`src/rtl/inv_pulse_driver.sv`:
```
// Stimulus stage for an RSFQ inverter: buffers data bits in a FIFO and, per bit, emits an
// optional d pulse followed T_SETUP cycles later by a clk pulse, counting clk pulses issued.
module inv_pulse_driver #(
  parameter int unsigned T_SETUP  = 10,
  parameter int unsigned T_PERIOD = 40,
  parameter int unsigned PW       = 2,
  parameter int unsigned DEPTH    = 4
) (
  input  logic        clk,
  input  logic        rst,
  input  logic        in_valid,
  input  logic        in_bit,
  output logic        in_ready,
  output logic        d_pulse,
  output logic        clk_pulse,
  output logic        busy,
  output logic        bit_done,
  output logic [15:0] pulse_count
);

  localparam int unsigned AW  = (DEPTH > 1) ? $clog2(DEPTH) : 1;
  localparam int unsigned PhW = $clog2(T_PERIOD + 1);

  localparam logic [PhW-1:0] PhLast     = PhW'(T_PERIOD - 1);
  localparam logic [PhW-1:0] PhSetup    = PhW'(T_SETUP);
  localparam logic [PhW-1:0] PhSetupEnd = PhW'(T_SETUP + PW);
  localparam logic [PhW-1:0] PhPw       = PhW'(PW);
  localparam logic [PhW-1:0] PhOne      = PhW'(1);
  localparam logic [AW:0]    PtrOne     = (AW + 1)'(1);

  if (PW < 1 || T_SETUP < PW || T_PERIOD < T_SETUP + 2 * PW || DEPTH < 2 ||
      (DEPTH & (DEPTH - 1)) != 0) begin : g_param_check
    $fatal(1, "inv_pulse_driver: illegal T_SETUP/T_PERIOD/PW/DEPTH combination");
  end

  typedef enum logic {StIdle, StActive} state_e;

  state_e           state_q;
  logic [PhW-1:0]   ph_q;
  logic             cur_bit_q;
  logic [AW:0]      wr_ptr_q;
  logic [AW:0]      rd_ptr_q;
  logic [DEPTH-1:0] mem_q;
  logic [15:0]      pulse_count_q;

  logic empty;
  logic full;
  logic push;
  logic pop;
  logic slot_end;
  logic head;

  always_comb begin
    empty    = (wr_ptr_q == rd_ptr_q);
    full     = (wr_ptr_q[AW] != rd_ptr_q[AW]) && (wr_ptr_q[AW-1:0] == rd_ptr_q[AW-1:0]);
    // Push ignores a same-cycle pop: ready never looks ahead.
    push     = in_valid && !full;
    slot_end = (state_q == StActive) && (ph_q == PhLast);
    pop      = !empty && ((state_q == StIdle) || slot_end);
    head     = mem_q[rd_ptr_q[AW-1:0]];
  end

  always_ff @(posedge clk) begin
    if (push) begin
      mem_q[wr_ptr_q[AW-1:0]] <= in_bit;
    end
  end

  always_ff @(posedge clk) begin
    if (rst) begin
      state_q       <= StIdle;
      ph_q          <= '0;
      cur_bit_q     <= 1'b0;
      wr_ptr_q      <= '0;
      rd_ptr_q      <= '0;
      pulse_count_q <= '0;
    end else begin
      if (push) begin
        wr_ptr_q <= wr_ptr_q + PtrOne;
      end
      if (pop) begin
        rd_ptr_q  <= rd_ptr_q + PtrOne;
        cur_bit_q <= head;
        ph_q      <= '0;
        state_q   <= StActive;
      end else if (state_q == StActive) begin
        if (slot_end) begin
          ph_q    <= '0;
          state_q <= StIdle;
        end else begin
          ph_q <= ph_q + PhOne;
        end
      end
      if ((state_q == StActive) && (ph_q == PhSetup)) begin
        pulse_count_q <= pulse_count_q + 16'd1;
      end
    end
  end

  // Outputs depend on registered state only, so nothing combinational reaches the cell.
  assign in_ready    = !full;
  assign busy        = (state_q == StActive);
  assign d_pulse     = busy && cur_bit_q && (ph_q < PhPw);
  assign clk_pulse   = busy && (ph_q >= PhSetup) && (ph_q < PhSetupEnd);
  assign bit_done    = slot_end;
  assign pulse_count = pulse_count_q;

endmodule

```
`config.mk`:
```
export PLATFORM = sky130hd
export DESIGN_NAME = inv_pulse_driver
export DESIGN_NICKNAME = d
export VERILOG_FILES = /design/src/rtl/inv_pulse_driver.sv
export SDC_FILE = /design/constraint.sdc
export NUM_CORES = 1
export LEC_CHECK = 0
export ABC_AREA = 1
export CORE_ASPECT_RATIO = 0.9
export CORE_MARGIN = 2
export CORE_UTILIZATION = 55
export DETAILED_ROUTE_END_ITERATION = 16
export GPL_TIMING_DRIVEN = 0
export PLACE_DENSITY = 0.8
export REMOVE_ABC_BUFFERS = 1
export SLEW_MARGIN = 20
export SYNTH_ARGS = -nofsm -noshare
export SYNTH_HDL_FRONTEND = slang
export SYNTH_SLANG_ARGS = --single-unit
```
`constraint.sdc`:
```
create_clock -name clk -period 1.8 [get_ports clk]
set_input_delay 0.27 -clock clk [delete_from_list [all_inputs] [get_ports clk]]
set_output_delay 0.27 -clock clk [all_outputs]
set_load 0.03 [all_outputs]
```
---- Word-level counts from Yosys, hierarchy flattened ----
Index checks and enable logic that the tools add are counted.
word-level totals
  word-level logic and storage cells ...... 46
  memory bits (read-only) ................. 0
  register bits after elaboration ......... 34
  input bits .............................. 4
  memories ................................ 0
  RAM bits ................................ 0
  output and inout port bits .............. 21
  bits in latches ......................... 0
cells by class
  equal/unequal tests ..................... 5
  div/mod/pow operators ................... 0
  multiply operators ...................... 0
  $add $sub $neg .......................... 4
  bitwise logic cells ..................... 1
  reduce and logical (&&, ||, !) cells .... 14
  $lt $le $gt $ge ......................... 6
  shift-type cells ........................ 0
  mux-type cells .......................... 9
operators with widths
  operator                                                                              number
  16-bit by 1-bit adder with 16-bit output (second input constant)                      1
  1-bit logical AND                                                                     10
  3-bit by 1-bit adder with 3-bit output (second input constant)                        2
  6-bit by 1-bit adder with 6-bit output (second input constant)                        1
  6-bit by 4-bit == test with 1-bit output (second input constant)                      1
  6-bit == test (second input constant)                                                 1
  6-bit by 4-bit greater-or-equal comparator with 1-bit output (second input constant)  1
  2-bit by 3-bit less-than comparator with 1-bit output (second input constant)         2
  6-bit by 2-bit less-than comparator with 1-bit output (second input constant)         1
  6-bit by 4-bit less-than comparator with 1-bit output (second input constant)         1
  6-bit two-way mux                                                                     1
  1-bit two-way mux                                                                     5
  4-bit bitwise mux                                                                     1
  3-bit == test                                                                         1
  1-bit binary-select mux with 2-bit select                                             1
  1-bit demux with 2-bit select                                                         1
  2-bit == test                                                                         1
  2-bit by 1-bit greater-or-equal comparator with 1-bit output (second input constant)  1
  1-bit logical NOT                                                                     2
  2-bit OR reduction                                                                    1
  1-bit logical OR                                                                      1
  1-bit != test                                                                         1
  1-bit inverter                                                                        1

---- Depth between registers and ports, before layout ----
Gate-level depths: netlist of the first run.
  depth after elaboration ................. 5
  mapped depth ............................ 9
  gate-level depth less buffers ........... 9

---- Least setup slack after synthesis of the first run ----
Ideal clock, no wire load.
  path kind ............................... reg-to-output
  from .................................... register state_q, in the netlist busy
  to ...................................... output port d_pulse
  setup slack ............................. -0.164 ns
  data arrival time ....................... 1.694 ns
  stages on the path, launching flop included .. 4
  buffers on the path ..................... 1
  required time ........................... 1.530 ns
  path through ............................ dfxtp_1 buf_6 nand2_1 nor4_1
on the way
  cells in the longest elaborated chain, start to end .. 2
RTL lines
  element                         RTL line  text
  start, declared                 38        state_e state_q;
  start signal, assigned          71        state_q <= StIdle;
  start signal, assigned          85        state_q <= StActive;
  start signal, assigned          89        state_q <= StIdle;
  1-bit logical AND (2 in a row)  103       assign d_pulse = busy && cur_bit_q && (ph_q < PhPw);
  end, declared                   14        output logic d_pulse,
No other way between the ends.

---- Final worst setup path of the first run ----
  from .................................... register pulse_count_q[9], in the netlist pulse_count[9]
  to ...................................... output port pulse_count[9]
RTL lines
  element                 RTL line  text
  start, declared         44        logic [15:0] pulse_count_q;
  start signal, assigned  95        pulse_count_q <= pulse_count_q + 16'd1;
  end, declared           18        output logic [15:0] pulse_count
No word-level cell between the ends.

==> results list, run 1 <==
- Horizontal extent of the die: around 66 um
- The die is around 60 um tall.
* Synthesis warning total: 0
- Top cell type by total area after synthesis: dfxtp_1
- Detailed placement finished with a half-perimeter wire length of 2.58 mm.
- In the routed layout, each cell is associated on average with a via count of between 4 and 5.
- Maximum fanout count along the critical path: 7
- Skew-Pair Late Insertion Delay: 0.29 ns
- Maximum number of pins on one net before global-route repair: 19
* Count of TritonRoute iterations in the first routing pass: 4
* First-pass GRT wire length: 6.35 mm
- Timing would allow up to just under 600 MHz.
* Number of nets with antenna violations after detailed routing: 0
- Clock sinks: 34
- Setup repair after global routing missed its margin: false
- Arrival time at the worst endpoint: ~1.4 ns
- Total Routing Usage GR: between 20% and 30%
- Dividing the synthesized area by the synthesized cell count gives 7.15 um2.
- For this block, the initial DRC count from the detailed router was 98.
- The most used flip-flop cell after synthesis is dfxtp_1.
- Post-layout util: just under 70%
* Netlist Area Pre-Place: slightly below 2000 um2
- Number of hold violations in the final report: 0
- In the synthesized netlist the async set-or-reset flop fraction comes to 0%.
- After floorplanning, the core was divided into 20 placement rows.
- Number of vias after detailed routing: 1691
* Post-synth top area share: between 30% and 40%
* Count of buffers from port buffering: 24
- Across all hold checks on the routed design, the worst slack comes to between 0.4 and 0.5 ns.
- Hold Startpoint: cur_bit_q
- Global placement routability congestion: around 0.8
- The clock tree synthesis step divided the H-tree into 2 levels.
* Slowest stage cell on the critical path: clkdlybuf4s50_1
* Area post-placement: 2190 um2
- Final setup violation count: 0
* Final Critical Period: between 1.5 and 2 ns
- Clock tree synthesis inserted a total of 5 buffers.
* Routed length per instance: a little over 10 um
- Clock tree from TritonCTS: done
* Worst hold path depth: 2
- The initial utilization of the core area, before any placement, comes to 57.4%.
- Synthesis-to-finish area growth: 18.9%
- The critical path goes through clkdlybuf4s50_1.
* Remaining Overflow, GRT: 0
* Ranking of synthesized cells by area: dfxtp_1 (31%), nand2_1 (12%), nor2_1 (9.6%)
* Crit path launch type: register
* Number of cells on the worst reg-to-reg path: 8
- On the final layout, the worst clock skew is approximately 0.0092 ns.
* Critical Path RT: roughly 1.5 ns
- Critical path buffers and inverters: 1
- Remaining max-slew budget at the tightest pin: approximately 69%
- 25 I/O pins were placed.
- Tracing the worst setup path back leads to its startpoint at pulse_count[9].
- Outcome: complete, no violations
- Most instantiated library cell after synthesis: nand2_1
* Slew at the pin closest to its max-slew limit: around 0.46 ns
- The worst hold path belongs to the class register to register.
- Global routing consumed, on the met1 layer, between 20 and 30% of the routing resources.
* Total Power: 0.00196 W
* Number of max-capacitance violations reported: 0
* Clock-pin slew on the worst setup and hold paths: roughly 0.070 ns
- STA classifies the critical path endpoint as an output port.
- After floorplanning, the core was sized to cover 3350 um2.
- Number of synthesized register bits: 34
* Fin. max-slew vios: 0
* Routed wire length: between 3 and 4 mm
- Post-Layout Inst Area: roughly 2300 um2
- Beginning of the worst register-to-register path: pulse_count[0]
* Power density of the placed cells: between 800 and 900 nW/um2
- The initial antenna violation count was 0.
- Yosys mapped a number of flops with a built-in enable equal to 4.
* Final Cycle Share: between 90 and 100%
- Once the clock tree was built, the setup fixing pass inserted 0 buffers.
- Instance count of the mapped netlist: approximately 270
- Sequential cells were found to cover a little under two fifths of the synthesized design area.
- Once placement completed, the tool counted placed cells totaling approximately 330.
- Instance count on the critical path: 1
- Clock tree synthesis selected as its root buffer the cell clkbuf_8.
* Maximum clock insertion buffer count: 2
- Die Outline Area: between 3000 and 4000 um2
- Distinct cells, synth: 32
- Non-filler cells in the finished layout: between 300 and 400
- Met2 GRT Util: 32.9%
- Max VDD drop: 0.000585 V
* Most frequent cells after synthesis: nand2_1 (63), nor2_1 (49), dfxtp_1 (30), inv_1 (29), nand3_1 (18)
- Global routing used under 10% of the available met3 tracks.
- Detailed-route DRC error count: 0
* Most Used Layer, Global Route: met2
- Stage delay of the slowest cell on the critical path: between 0.7 and 0.8 ns
* Number of global-route vias before repair: 1503
* Static leakage: 0.879 nW
* Share of post-route cells with drive strength above 1: about 12%
- CP delay by family, top: buffers and inverters
* Classification of the worst setup path: register to output port
* Total inserted antenna cells: 0
- The net count of the finished layout is slightly above 300.
[cell type report]
class | count | area, um2
fill | 294 | 1070
multi-input combinational | 198 | 1050
sequential | 34 | 728
timing repair buffer | 24 | 236
inverter | 33 | 128
clock buffer | 7 | 86.3
tap | 44 | 55.1
clock inverter | 1 | 5.00
[state kept, by name, summed over array words and instances (netlist names)]
| register | flops |
|---|---|
| busy | 1 |
| pulse_count | 16 |
| wr_ptr_q | 3 |
| ph_q | 6 |
| cur_bit_q | 1 |
| rd_ptr_q | 3 |
| mem_q | 4 |
[metal layers]
layer / part of all wire, % / routed length (um)
met5: 0 / 0
met4: 1.9 / 68
met2: 45 / 1600
met1: 49 / 1720
met3: 3.7 / 131
[power breakdown]
group          switching, W  internal, W
logic              0.000277     0.000178
clock network      0.000270     0.000308
registers         0.0000943     0.000834
total              0.000641      0.00132
[stage by stage]
| step | setup TNS [ns] | worst slack, ns |
|---|---|---|
| 6_report | 0 | 0.0963 |
| 5_1_grt | 0 | 0.0100 |
| 4_1_cts | 0 | 0.0164 |
| 3_5_place_dp | -4.09 | -0.270 |
| 3_3_place_gp | -3.93 | -0.268 |
| 2_1_floorplan | -0.302 | -0.218 |
[worst paths after layout]
check               endpoint  slack, ns
max           pulse_count[9]        0.1
min                cur_bit_q       0.50
max reg2reg  pulse_count[10]       0.24
min reg2reg        cur_bit_q       0.50
[what timing repair did]
item,in CTS,in global routing
resized for setup,11,6
endpoints found under the hold margin,0,0
cloned,0,0
hold buffers,0,0
setup endpoints to repair,5,11
[logic make-up after synthesis]
family / Yosys count / synth area share, %
compound gates: 22 / 6.77
xor+xnor: 7 / 3.58
fa+ha+maj: 7 / 4.55
buf+inv: 37 / 8.07
flops: 34 / 37.5
simple gates: 162 / 39.6
[cell usage in the layout (no fill, tap or decap), types with 2 or more instances in the layout]
master	instances
inv_1	29
nor3_1	5
ha_1	7
nand2_2	2
nor2_1	49
nor2_4	4
nand2_1	63
clkdlybuf4s15_2	2
a21oi_1	15
nand3_1	18
nand4_1	6
clkdlybuf4s50_1	20
clkbuf_8	6
nand3b_1	4
o21ai_1	3
dfxtp_1	26
dfxtp_2	3
nor3_2	2
xor2_1	6
edfxtp_1	4
nand3_2	2
inv_2	3
nor2_2	3
Note: power is estimated with default switching activity, not from simulation.
==> inputs of run 2 (changes only) <==
--- a/config.mk
+++ b/config.mk
@@ -6,6 +6,7 @@
 export NUM_CORES = 1
 export LEC_CHECK = 0
 export ABC_AREA = 1
+export CAP_MARGIN = 25
 export CORE_ASPECT_RATIO = 0.9
 export CORE_MARGIN = 2
 export CORE_UTILIZATION = 55
==> results of run 2 <==
Final layout, timing and power as in run 1 (identical DEF).
==> inputs of run 3 (changes only) <==
--- a/config.mk
+++ b/config.mk
@@ -14,6 +14,7 @@
 export GPL_TIMING_DRIVEN = 0
 export PLACE_DENSITY = 0.8
 export REMOVE_ABC_BUFFERS = 1
+export SETUP_SLACK_MARGIN = 0.5
 export SLEW_MARGIN = 20
 export SYNTH_ARGS = -nofsm -noshare
 export SYNTH_HDL_FRONTEND = slang
==> results list, run 3 (synthesis results as in run 1) <==
- The flow ran to the end, and the final reports show no timing, DRC or antenna violations.
* Setup repair after global routing missed its margin: true
* Maximum number of pins on one net before global-route repair: 19
* Fin. max-slew vios: 0
- The die covers about 4000 um2.
- For this run, the total global-route usage over all layers was measured as around a quarter.
* Horizontal extent of the die: ~66 um
- Data arrives at the worst endpoint at about 1.3 ns.
- The later pin in the worst-skew pair is clocked with a latency of 0.29 ns.
* Total inserted antenna cells: 0
- Between clock sinks in the finished design, the worst skew comes to 0.00955 ns.
- In the layout the commonest cells are nand2_1 (56), nor2_1 (40), buf_4 (27).
- The worst setup path is captured at an output port.
* Clk root buf: clkbuf_8
* Number of nets with antenna violations after detailed routing: 0
* Synthesis-to-finish area growth: 44.9%
- Timing-limited maximum frequency: approximately 660 MHz
- Share of post-route cells with drive strength above 1: 42.2%
- On the final layout, the worst hold slack is about 0.50 ns.
* Slew at the pin closest to its max-slew limit: 0.491 ns
* HPWL after DPL: 2.58 mm
- Number of top-level pins: 25
- Summed over all nets, the switching power comes to between 0.0008 and 0.0009 W.
* Combinational group share of total power: around 35%
- After layout, the design draws a total of approximately 0.0023 W.
* Critical path buffers and inverters: 2
- Across the VDD grid, the largest voltage drop is 0.000526 V.
- After detailed placement, the design holds a cell count of roughly 330.
* Number of hold violations in the final report: 0
- CTS saw 34 sinks.
- Detailed router's first-iteration violation count: roughly 150
- Fill cells in the final layout number between 200 and 250.
- The longest clock path from root to sink contains 2 buffers.
- The via count of the first global-routing pass is ~1800.
- Measured against its own limit, the worst slew margin works out to between 60% and 70%.
* Routed wire length: 5.42 mm
- After the last flow step, the layout net total stands at roughly 340.
* Clock-pin slew on the worst setup and hold paths: about 0.06 ns
- Measured along the y axis, the die boundary spans ~60 um.
- Once layout is complete, the cells apart from fillers number roughly 380.
- Dividing the detail-routed wire length by the instance count gives between 10 and 15 um.
* Starting density of the core: a little under three fifths
* Share of power burned in registers: between 30 and 40%
* Worst min-delay path class: register to register
- Power density of the placed cells: between 800 and 900 nW/um2
- Routability-driven placement finished with a final weighted congestion of about 0.8.
- Number of vias after detailed routing: ~2000
- Max reg flops: 16
- Setup violations remaining at the end of the flow were counted as 0.
- In this run, the clock network consumes ~26% of the power.
* Total core area: around 3400 um2
* Critical path cell sequence: nand2_2, nor2_1, nand4_1, inv_1, buf_6
- Switching part of the total: a little over a third
- Maximum fanout count along the critical path: 5
- The initial antenna violation count came to 0.
* Count of buffers from port buffering: 24
- Summed over all layers, the global routing overflow is 0.
- CTS built an H-tree with a depth of 2.
- Final Critical Period: between 1.5 and 2 ns
* Most frequent standard cell in the layout excluding fill and tap cells: nand2_1
- Critical Path RT: 1.53 ns
* First-pass GRT wire length: slightly below 8 mm
- The largest single stage delay on the critical path is ~0.40 ns.
* Crit path launch type: register
* Cell internal power dissipation: around 0.0015 W
- Detailed-route DRC error count: 0
- Among all stages on the critical path, the largest delay is contributed by dfxtp_4.
- Dividing the detail-routed via count by the number of cells gives around 5.3.
- Summed over all cells, the static leakage comes to 1.17 nW.
- Max-cap violations in this run came to 0.
- Clock tree synthesis inserted a total of 5 buffers.
* Final Cycle Share: between 80% and 90%
* Clock tree from TritonCTS: done
* CP delay by family, top: flip-flops
* Count of TritonRoute iterations in the first routing pass: 5
- Floorplan row count: 20
* Classification of the worst setup path: register to output port
run 3: area by class of cell:
type / count / area [um2] / area share (%)
clock buffers: 7 / 86.3 / 3.10
clock inverters: 1 / 5.00 / 0.180
inverters: 33 / 134 / 4.80
multi-input cells: 198 / 1260 / 45.2
flip-flops and latches: 34 / 776 / 27.8
well taps: 44 / 55.1 / 1.98
repair buffers: 59 / 470 / 16.9
run 3: worst min-delay path: stages (launching register included):
cell,delay (ns)
dfxtp_1,0.32
nor2_1,0.10
nor2_1,0.04
run 3: metrics by stage:
step                      TNS (ns)  utilization (%)  instance area (um2)  setup slack, ns
final                            0             83.1                 2790            0.281
after global routing             0             83.1                 2790            0.227
after CTS                        0             76.9                 2580            0.319
after detailed placement     -4.09             65.2                 2190           -0.270
after global placement       -3.93             65.2                 2190           -0.268
after floorplan             -0.302                -                 1890           -0.218
run 3: timing repair:
action,4_1_cts,5_1_grt
hold buffers,0,0
setup buffers,27,7
endpoints found under the hold margin,0,0
resized for setup,149,54
endpoints found under the setup margin,53,40
cloned,0,1
pin swaps,13,12
run 3: final timing paths:
kind	startpoint	to	slack (ns)	cells after the start
setup / recovery	ph_q[5]	bit_done	0.28	5
setup reg to reg	ph_q[1]	pulse_count[3]	0.34	8
hold reg to reg	cur_bit_q	cur_bit_q	0.50	2
hold / removal	cur_bit_q	cur_bit_q	0.50	2
run 3: power by group through the flow:
stage | clock, W | combinational, W | sequential [W]
floorplan | 0 | 0.000351 | 0.000929
global placement | 0 | 0.000450 | 0.000935
detailed placement | 0 | 0.000460 | 0.000938
CTS | 0.000595 | 0.000648 | 0.000913
global route | 0.000640 | 0.000877 | 0.000927
finish | 0.000591 | 0.000799 | 0.000922
run 3: metal layers:
| layer | vias up | part of all wire, % | track usage, % |
|---|---|---|---|
| met4 | 0 | 2.5 | 8.45 |
| met1 | 933 | 42 | 32.4 |
| li1 | 985 | - | - |
| met3 | 11 | 3.2 | 4.14 |
| met2 | 45 | 52 | 45.9 |
| met5 | - | 0 | 0 |
==> RTL change (flow settings as in run 2) <==
Make the reset (`rst`) asynchronous in one clocked block.
--- a/src/rtl/inv_pulse_driver.sv
+++ b/src/rtl/inv_pulse_driver.sv
@@ -67,5 +67,5 @@
   end
 
-  always_ff @(posedge clk) begin
+  always_ff @(posedge clk or posedge rst) begin
     if (rst) begin
       state_q       <= StIdle;
Check against the original RTL: differs if rst is asserted again (counterexample within 4 cycles, from zero or initial values and one cycle with rst high); with rst held inactive, the same outputs for 10 cycles.
==> RTL change against run 2 <==
  * Final area grew 1.5%
  * First-iteration DRC count grew 10%
  * Wire length shrank 0.68%
  * Register-to-register slack gained 0.16 ns
  * Sequential cell count is the same
  * Worst setup slack lost 0.012 ns
  * Synthesized area shrank 2.2%
  * Via count shrank 9.8%
  * Die area shrank 2.1%
  * Worst hold slack lost 0.12 ns
  * Critical path type unchanged
  * Critical endpoint is now pulse_count[7]
Power is not compared: it rests on default switching activity, and its combinational part moved more than twofold at a synthesized area within 25%.
==> RTL change: results (changes against run 2) <==
| Metric | Value |
|---|---|
| Status | complete, no violations (unchanged) |
| Post-DP Area | 2180 sq um (was 2190 sq um) |
| Main flop type after synthesis | dfrtp_1 (was dfxtp_1) |
| Routed vias/inst | 5.04 (was 4.96) |
| Routed wl met2 | 1.69 mm (was 1.60 mm) |
| Adder-Cell Fraction of Synth Area | 4.66% (was 4.55%) |
| DP Wirelength | 2.39 mm (was 2.58 mm) |
| Pin count of the biggest net entering global routing | 31 (was 19) |
| M3 GR Usage | 4.18% (was 3.95%) |
| Met3 WL | 141 um (was 131 um) |
| Starting DRC count in detailed routing | 108 (was 98) |
| Post-cts sizing count | 15 (was 11) |
| Yosys cell types | 28 (was 32) |
| Worst slew pin tran | 0.627 ns (was 0.463 ns) |
| Final wirelength | 3.49 mm (was 3.52 mm) |
| Vias | 1526 (was 1691) |
| CP Max Fanout | 6 (was 7) |
| First-pass GRT wire length | 5.82 mm (was 6.35 mm) |
| Worst Hold Class | primary input to async pin (was register to register) |
| Tot GR Track Use | 19.5% (was 20.5%) |
| Pre-CTS worst setup slack | -0.267 ns (was -0.270 ns) |
| Top cells by count, synth | nand2_1 (68), dfrtp_1 (30), inv_1 (25), nand3_1 (22), nor2_1 (21) (was nand2_1 (63), nor2_1 (49), dfxtp_1 (30), inv_1 (29), nand3_1 (18)) |
| Crit path DAT | 1.45 ns (was 1.43 ns) |
| Sequential share of the synthesized area | 46.3% (was 37.5%) |
| Leading post-synthesis cells by cell area | dfrtp_1 (40%), nand2_1 (14%), edfxtp_1 (6.4%) (was dfxtp_1 (31%), nand2_1 (12%), nor2_1 (9.6%)) |
| Nets | 269 (was 307) |
| Dpl cells | 292 (was 333) |
| Async SR Flop Fraction | 88.2% (was 0%) |
| Met2 Usage GRT | 31.0% (was 32.9%) |
| GP Congestion | 0.825 (was 0.804) |
| Post-synthesis compound-gate area fraction | 1.86% (was 6.77%) |
| Share of cells above drive strength 1 | 16.2% (was 12.1%) |
| Synth Area in XOR/XNOR | 7.32% (was 3.58%) |
| Fillcell total | 276 (was 294) |
| Met1 WL | 1.61 mm (was 1.72 mm) |
[RTL change: cell types whose count changed in the layout (fill, tap and decap cells not counted), moves of 4 or more]
| cell | run 2 | this run |
|---|---|---|
| nor2_1 | 49 | 21 |
| dfrtp_1 | 0 | 26 |
| dfxtp_1 | 26 | 0 |
| a21oi_1 | 15 | 1 |
| buf_4 | 0 | 5 |
| inv_1 | 29 | 24 |
| nand2_1 | 63 | 68 |
| dfrtp_2 | 0 | 4 |
| nand3_1 | 18 | 22 |
| nor3_1 | 5 | 1 |
| o21ai_0 | 1 | 5 |
| xnor2_1 | 0 | 4 |
[RTL change: power by group]
| group | internal (mW) | switching (mW) | leakage (nW) | total [mW] |
|---|---|---|---|---|
| logic | 0.513 | 0.701 | 0.674 | 1.21 |
| registers | 0.973 | 0.255 | 0.421 | 1.23 |
| clock network | 0.413 | 0.285 | 0.0547 | 0.698 |
[RTL change: worst paths after layout]
path	start	end	slack (ns)	cells after the start
max reg2reg	ph_q[0]$_DFFE_PP0P_	rd_ptr_q[2]$_DFFE_PP0N_	0.40	8
max in group asynchronous	rst	busy$_DFF_PP0_	0.96	2
min reg2reg	cur_bit_q$_DFFE_PP0N_	cur_bit_q$_DFFE_PP0N_	0.48	2
max	pulse_count[7]$_DFFE_PP0P_	pulse_count[7]	0.08	1
min	rst	pulse_count[6]$_DFFE_PP0P_	0.38	2
min in group clk	cur_bit_q$_DFFE_PP0N_	cur_bit_q$_DFFE_PP0N_	0.48	2
[RTL change: layout make-up]
| class | instances | area share (%) |
|---|---|---|
| clock buffers | 5 | 2.96 |
| multi-input cells | 162 | 39.7 |
| flip-flops and latches | 34 | 37.7 |
| inverters | 28 | 4.69 |
| clock inverters | 3 | 1.89 |
| repair buffers | 27 | 10.7 |
| well taps | 44 | 2.37 |
